**src/rtl/fetch_pkg.sv**
```systemverilog
// Shared types and constants for the instruction fetch unit.
// FETCH_PREDECODE_EN adds a per-entry "unsupported opcode" flag to the FIFO entry.
package fetch_pkg;

    typedef enum logic [1:0] {
        IDLE  = 2'd0,
        REQ   = 2'd1,
        WAIT  = 2'd2,
        DRAIN = 2'd3
    } fetch_state_t;

    localparam int FIFO_DEPTH = 2;

    localparam logic [6:0] OPC_OP     = 7'b0110011;
    localparam logic [6:0] OPC_LOAD   = 7'b0000011;
    localparam logic [6:0] OPC_STORE  = 7'b0100011;
    localparam logic [6:0] OPC_BRANCH = 7'b1100011;

    typedef struct packed {
`ifdef FETCH_PREDECODE_EN
        logic        unsup;
`endif
        logic [31:0] pc;
        logic [31:0] inst;
    } fifo_entry_t;

`ifdef FETCH_PREDECODE_EN
    function automatic logic opcode_unsupported(input logic [6:0] opc);
        return !(opc inside {OPC_OP, OPC_LOAD, OPC_STORE, OPC_BRANCH});
    endfunction
`endif

endpackage

```
**src/rtl/if_fetch_unit_if.sv**
```systemverilog
// Instruction-memory and decode-side signals of the fetch unit.
// master = fetch unit, slave = memory/decode environment.
interface if_fetch_unit_if;

    logic        imem_req;
    logic [31:0] imem_addr;
    logic        imem_gnt;
    logic        imem_rvalid;
    logic [31:0] imem_rdata;
    logic [31:0] inst;
    logic [31:0] inst_pc;
    logic        inst_valid;
    logic        inst_unsup;
    logic        dec_ready;
    logic        redirect;
    logic [31:0] redirect_pc;

    modport master (
        output imem_req, imem_addr, inst, inst_pc, inst_valid, inst_unsup,
        input  imem_gnt, imem_rvalid, imem_rdata, dec_ready, redirect, redirect_pc
    );

    modport slave (
        input  imem_req, imem_addr, inst, inst_pc, inst_valid, inst_unsup,
        output imem_gnt, imem_rvalid, imem_rdata, dec_ready, redirect, redirect_pc
    );

endinterface

```
**src/rtl/fetch_fifo.sv**
```systemverilog
// Small instruction buffer between fetch and decode; flush discards all entries.
module fetch_fifo
    import fetch_pkg::*;
(
    input  logic        clk,
    input  logic        rst_n,
    input  logic        i_push,
    input  fifo_entry_t i_wdata,
    input  logic        i_pop,
    input  logic        i_flush,
    output fifo_entry_t o_rdata,
    output logic        o_full,
    output logic        o_empty
);

    localparam int PTR_W = $clog2(FIFO_DEPTH);
    localparam logic [PTR_W:0] DEPTH_C = (PTR_W + 1)'(FIFO_DEPTH);

    fifo_entry_t      r_mem [FIFO_DEPTH];
    logic [PTR_W-1:0] r_wptr;
    logic [PTR_W-1:0] r_rptr;
    logic [PTR_W:0]   r_count;
    logic             w_do_push;
    logic             w_do_pop;

    assign w_do_push = i_push && !o_full;
    assign w_do_pop  = i_pop && !o_empty;

    always_ff @(posedge clk) begin
        if (!rst_n) begin
            for (int i = 0; i < FIFO_DEPTH; i++) begin
                r_mem[i] <= '0;
            end
            r_wptr  <= '0;
            r_rptr  <= '0;
            r_count <= '0;
        end else if (i_flush) begin
            r_wptr  <= '0;
            r_rptr  <= '0;
            r_count <= '0;
        end else begin
            if (w_do_push) begin
                r_mem[r_wptr] <= i_wdata;
                r_wptr        <= r_wptr + PTR_W'(1);
            end
            if (w_do_pop) begin
                r_rptr <= r_rptr + PTR_W'(1);
            end
            case ({w_do_push, w_do_pop})
                2'b10:   r_count <= r_count + (PTR_W + 1)'(1);
                2'b01:   r_count <= r_count - (PTR_W + 1)'(1);
                default: r_count <= r_count;
            endcase
        end
    end

    assign o_rdata = r_mem[r_rptr];
    assign o_full  = (r_count == DEPTH_C);
    assign o_empty = (r_count == '0);

endmodule

```
**src/rtl/if_fetch_unit.sv**
```systemverilog
// Single-outstanding instruction fetcher with a 2-entry buffer; FETCH_PREDECODE_EN enables inst_unsup.
// States: IDLE wait for buffer space | REQ request out | WAIT awaiting rdata | DRAIN discard stale rdata.
module if_fetch_unit
    import fetch_pkg::*;
#(
    parameter logic [31:0] RESET_PC = 32'h0000_0000
) (
    input  logic              clk,
    input  logic              rst_n,
    if_fetch_unit_if.master   bus
);

    fetch_state_t r_state;
    fetch_state_t w_state_nxt;
    logic [31:0]  r_fetch_pc;
    logic         w_push;
    logic         w_pop;
    logic         w_full;
    logic         w_empty;
    fifo_entry_t  w_wentry;
    fifo_entry_t  w_head;

    // Redirect wins over everything: it blocks the push and the pop and flushes the buffer.
    assign w_push = (r_state == WAIT) && bus.imem_rvalid && !bus.redirect;
    assign w_pop  = !w_empty && bus.dec_ready && !bus.redirect;

    always_comb begin
        w_wentry      = '0;
        w_wentry.inst = bus.imem_rdata;
        w_wentry.pc   = r_fetch_pc;
`ifdef FETCH_PREDECODE_EN
        w_wentry.unsup = opcode_unsupported(bus.imem_rdata[6:0]);
`endif
    end

    fetch_fifo u_fifo (
        .clk     (clk),
        .rst_n   (rst_n),
        .i_push  (w_push),
        .i_wdata (w_wentry),
        .i_pop   (w_pop),
        .i_flush (bus.redirect),
        .o_rdata (w_head),
        .o_full  (w_full),
        .o_empty (w_empty)
    );

    always_ff @(posedge clk) begin
        if (!rst_n) begin
            r_state <= IDLE;
        end else begin
            r_state <= w_state_nxt;
        end
    end

    always_ff @(posedge clk) begin
        if (!rst_n) begin
            r_fetch_pc <= RESET_PC & ~32'h3;
        end else if (bus.redirect) begin
            r_fetch_pc <= bus.redirect_pc & ~32'h3;
        end else if (w_push) begin
            r_fetch_pc <= r_fetch_pc + 32'd4;
        end
    end

    // Nothing is outstanding in IDLE, so "occupancy + outstanding < 2" reduces to "not full".
    always_comb begin
        w_state_nxt = r_state;
        case (r_state)
            IDLE: begin
                if (!bus.redirect && !w_full) w_state_nxt = REQ;
            end
            REQ: begin
                if (bus.redirect)      w_state_nxt = IDLE;
                else if (bus.imem_gnt) w_state_nxt = WAIT;
            end
            WAIT: begin
                if (bus.redirect)         w_state_nxt = bus.imem_rvalid ? IDLE : DRAIN;
                else if (bus.imem_rvalid) w_state_nxt = IDLE;
            end
            DRAIN: begin
                if (bus.imem_rvalid) w_state_nxt = IDLE;
            end
            default: w_state_nxt = IDLE;
        endcase
    end

    // The request is withdrawn in a redirect cycle so a same-cycle grant is never a handshake.
    always_comb begin
        bus.imem_req   = (r_state == REQ) && !bus.redirect;
        bus.imem_addr  = r_fetch_pc;
        bus.inst       = w_head.inst;
        bus.inst_pc    = w_head.pc;
        bus.inst_valid = !w_empty;
`ifdef FETCH_PREDECODE_EN
        bus.inst_unsup = !w_empty && w_head.unsup;
`else
        bus.inst_unsup = 1'b0;
`endif
    end

endmodule

```
**src/flat_wrapper.sv**
```systemverilog
// flat-port wrapper written by rule: the top's interface ports become plain ports
module if_fetch_unit_flat import fetch_pkg::*;
#(
    parameter logic [31:0] RESET_PC = 32'h0000_0000
)
  (clk, rst_n, bus_imem_req, bus_imem_addr, bus_inst, bus_inst_pc, bus_inst_valid, bus_inst_unsup, bus_imem_gnt, bus_imem_rvalid, bus_imem_rdata, bus_dec_ready, bus_redirect, bus_redirect_pc);
  if_fetch_unit_if bus_i ();
  input  logic clk;
  input  logic rst_n;
  output wire logic [$bits(bus_i.imem_req)-1:0] bus_imem_req;
  output wire logic [$bits(bus_i.imem_addr)-1:0] bus_imem_addr;
  output wire logic [$bits(bus_i.inst)-1:0] bus_inst;
  output wire logic [$bits(bus_i.inst_pc)-1:0] bus_inst_pc;
  output wire logic [$bits(bus_i.inst_valid)-1:0] bus_inst_valid;
  output wire logic [$bits(bus_i.inst_unsup)-1:0] bus_inst_unsup;
  input wire logic [$bits(bus_i.imem_gnt)-1:0] bus_imem_gnt;
  input wire logic [$bits(bus_i.imem_rvalid)-1:0] bus_imem_rvalid;
  input wire logic [$bits(bus_i.imem_rdata)-1:0] bus_imem_rdata;
  input wire logic [$bits(bus_i.dec_ready)-1:0] bus_dec_ready;
  input wire logic [$bits(bus_i.redirect)-1:0] bus_redirect;
  input wire logic [$bits(bus_i.redirect_pc)-1:0] bus_redirect_pc;
  assign bus_imem_req = bus_i.imem_req;
  assign bus_imem_addr = bus_i.imem_addr;
  assign bus_inst = bus_i.inst;
  assign bus_inst_pc = bus_i.inst_pc;
  assign bus_inst_valid = bus_i.inst_valid;
  assign bus_inst_unsup = bus_i.inst_unsup;
  assign bus_i.imem_gnt = bus_imem_gnt;
  assign bus_i.imem_rvalid = bus_imem_rvalid;
  assign bus_i.imem_rdata = bus_imem_rdata;
  assign bus_i.dec_ready = bus_dec_ready;
  assign bus_i.redirect = bus_redirect;
  assign bus_i.redirect_pc = bus_redirect_pc;
  if_fetch_unit #(.RESET_PC(RESET_PC)) u_core (.clk(clk), .rst_n(rst_n), .bus(bus_i));
endmodule
```
**config.mk**
```make
export PLATFORM = sky130hd
export DESIGN_NAME = if_fetch_unit_flat
export DESIGN_NICKNAME = d
export VERILOG_FILES = /design/src/rtl/fetch_pkg.sv /design/src/rtl/if_fetch_unit_if.sv /design/src/rtl/fetch_fifo.sv /design/src/rtl/if_fetch_unit.sv /design/src/flat_wrapper.sv
export SDC_FILE = /design/constraint.sdc
export NUM_CORES = 1
export LEC_CHECK = 0
export CORE_ASPECT_RATIO = 1.2
export CORE_MARGIN = 3
export CORE_UTILIZATION = 45
export CTS_BUF_LIST = sky130_fd_sc_hd__clkbuf_8 sky130_fd_sc_hd__clkbuf_16
export CTS_CLUSTER_DIAMETER = 100
export DETAILED_ROUTE_END_ITERATION = 8
export PLACE_DENSITY = 0.8
export SLEW_MARGIN = 20
export SYNTH_ARGS = -nofsm -noshare
export SYNTH_HDL_FRONTEND = slang
export SYNTH_SLANG_ARGS = --single-unit
```
**constraint.sdc**
```tcl
create_clock -name clk -period 10.9 [get_ports clk]
set_clock_uncertainty 0.2 [all_clocks]
set_input_delay 2.18 -clock clk [delete_from_list [all_inputs] [get_ports clk]]
set_output_delay 2.18 -clock clk [all_outputs]
set_load 0.1 [all_outputs]
```
==> flow_summary_export.csv <==
group,metric,value,unit
run_status,run_status,"completed",
logic_synthesis,async_flop_share,0,
place,dp.cells,938,
floorplanning,die_y,146.8,µm
finish,fin_cells,970,
sta,setup_violations,0,
power,p_per_area,155.1,nW/µm²
drt,dr_total_vias,5297,
drt,drcViolationCount,0,
logic_synthesis,ys_seq_area_frac,0.6007,
finish,design_area,9827,µm²
finish,mostFrequentLayoutCells,"161 x clkdlybuf4s50_1, 124 x edfxtp_1, 121 x and2_1, 62 x mux2_2, 36 x dfxtp_1",
run,maxCapViolations,0,
logic_synthesis,ys.flop_type,"edfxtp_1",
clock_tree,hold_buffers,0,
logic_synthesis,synth-seq-cells,161,
clock_tree,clkLatencyLatePin,410,ps
worst_setup_path,crit_path_cell_trace,"clkdlybuf4s50_1 -> buf_4 -> nor3_1 -> clkdlybuf4s50_1",
logic_synthesis,yosysWarnings,0,
floorplanning,std_cell_rows,50,
sta,fin_crit_sh,0.6044,
logic_synthesis,synth_area_leaders,"edfxtp_1 50%, and2_1 10%, dfxtp_1 10%, mux2_2 9.4%, o21ai_0 1.7%",
logic_synthesis,yosysTopAreaCellShare,0.5010,
clock_tree,post_cts_buffers,0,
floorplanning,start_util,0.4677,
floorplanning,ioPinCount,169,
clock_tree,cts_root_buffer,"clkbuf_16",
worst_setup_path,setup.worst_path.end_class,"output pin",
clock_tree,cts.path.max_buffers,2,
clock_tree,post_cts_resized,0,
place,io_buffers,161,
worst_setup_path,path_max_fanout,27,
finish,syn_to_final_growth,32.22,%
drt,via_per_inst,5.461,
worst_setup_path,start_kind,"input pin",
finish,final_common_cell,"clkdlybuf4s50_1",
worst_setup_path,arrival,4210,ps
sta,worst_pin_slew,1049,ps
sta,rsz0062_at_grt,"false",
grt,grt_pass1_wl,27720,µm
floorplanning,coreArea,15890,µm²
place,dp_hpwl,11690,µm
finish,drive_gt1_frac,0.1496,
grt,grt_pass1_vias,5405,
sta,slew_headroom,0.2982,
worst_setup_path,crit_family,"buffers and inverters",
worst_setup_path,critical_path_required,8520,ps
logic_synthesis,synth_edf_count,124,
logic_synthesis,syn_inst,596,
sta,finalCriticalPeriod,6588,ps
sta,hold_viol,0,
floorplanning,dieArea,18100,µm²
sta,slew_viol_final,0,
worst_setup_path,slowest_delay,1180,ps
logic_synthesis,synth_cell_types,55,
sta,hold_ws,317.2,ps
clock_tree,cts-buffers-inserted,17,
drt,antenna_left,0,
logic_synthesis,yosysTopAreaCell,"edfxtp_1",
drt,first_iter_violations,432,
grt,grt_usage,0.1952,
worst_hold_path,hp-class,"reg -> reg",
clock_tree,clk_pin_slew,60,ps
sta,max_freq,0.1518,GHz
sta,tns,0,ps
worst_setup_path,slowest_stage,"clkdlybuf4s50_1",
drt,drt-wirelength-per-cell,17.98,µm
place,gp_congestion,0.8006,
power,p_total,1524,µW
finish,diodes,0,
floorplanning,die_w,123.3,µm
clock_tree,clock-sinks,161,
worst_setup_path,crit_top_cell,"clkdlybuf4s50_1",
clock_tree,cts_tree,"done",
worst_setup_path,critPathKind,"in -> out",
grt,grt-ovfl-total,0,
power,p_leak,0.003620,µW
grt,grt_max_degree,60,
clock_tree,htree_levels,4,
worst_setup_path,worst-path-buf-inv,3,
place,placed_area,9230,µm²
drt,dr.pass1.iters,5,
finish,nets,821,
drt,drt_wl_total,17440,µm
logic_synthesis,syn_area,7432,µm²
grt,antenna_found_initial,0,
logic_synthesis,synth.avg_cell_area,12.47,µm²
power,vdd_drop_max,101.3,µV
==> power breakdown <==
group          internal (µW)  total, µW  leakage (µW)  switching (µW)
combinational           65.4        235       0.00172             170
clock                    358        586      0.000313             228
sequential               683        703       0.00159            19.7
==> routing by layer <==
metal / up-vias / track usage / part of all wire
li1: 2487 / - / -
met1: 2566 / 0.2324 / 0.40
met2: 225 / 0.3439 / 0.52
met3: 19 / 0.04621 / 0.074
met4: 0 / 0.06316 / 0.013
met5: - / 0 / 0
==> synth_stat cells (7+ instances only) <==
master      n
edfxtp_1  124
a31oi_1     7
nor3_1     17
clkbuf_1   31
dfxtp_1    37
o21ai_0    25
mux2_2     62
nand2_1    19
a21oi_1    10
or3_1       7
nand3_1    12
nor2_1     14
and2_1    121
==> path summary, 6_finish.rpt <==
| check | startpoint | to | slack [ps] | cells after the start |
|---|---|---|---|---|
| max | bus_redirect | bus_imem_req | 4310 | 4 |
| min | u_core.u_fifo.r_rptr | register | 320 | 2 |
| min reg2reg | u_core.u_fifo.r_rptr | register | 320 | 2 |
| max reg2reg | u_core.r_state[1] | u_core.u_fifo.r_mem[0][42] | 7880 | 5 |
==> cell families (layout without fill, tap and decap cells) <==
| logic type | after synthesis | in the layout | synth area share |
|---|---|---|---|
| simple gates | 241 | 241 | 0.1966 |
| flops | 161 | 161 | 0.6007 |
| compound gates | 71 | 71 | 0.06313 |
| mux | 63 | 63 | 0.09529 |
| buf+inv | 46 | 208 | 0.02744 |
| xor+xnor | 11 | 11 | 0.01296 |
| fa+ha+maj | 2 | 2 | 0.003366 |
| other cells | 1 | 5 | 0.0005046 |
==> final cells by class <==
cell class	count	area, µm²
well taps	208	260.3
flip-flops and latches	161	4466
multi-input cells	393	2806
clock buffers	21	514.2
repair buffers	169	1672
inverters	7	26.28
clock inverters	11	82.58
fillers	1236	6063
==> state kept, by name, summed over array words and instances (netlist names), named ones only <==
signal	cells
u_core.u_fifo.r_count	2
u_core.bus.imem_addr	30
u_core.u_fifo.r_rptr	1
u_core.r_state	2
u_core.u_fifo.r_mem	124
u_core.u_fifo.r_wptr	1
==> stage by stage <==
step	setup slack [ps]	utilization
final	4312	0.6184
after global routing	4175	0.6184
after CTS	4301	0.6184
after detailed placement	4321	0.5809
after global placement	4291	0.5809
after floorplan	2992	-
==> worst reg2reg max path: stages, from the launching register on <==
cell      delay (ps)
dfxtp_1          490
nand3b_2         240
nor3_2           270
inv_1            210
o21ai_4          570
buf_4            630
(Power assumes the default switching activity.)
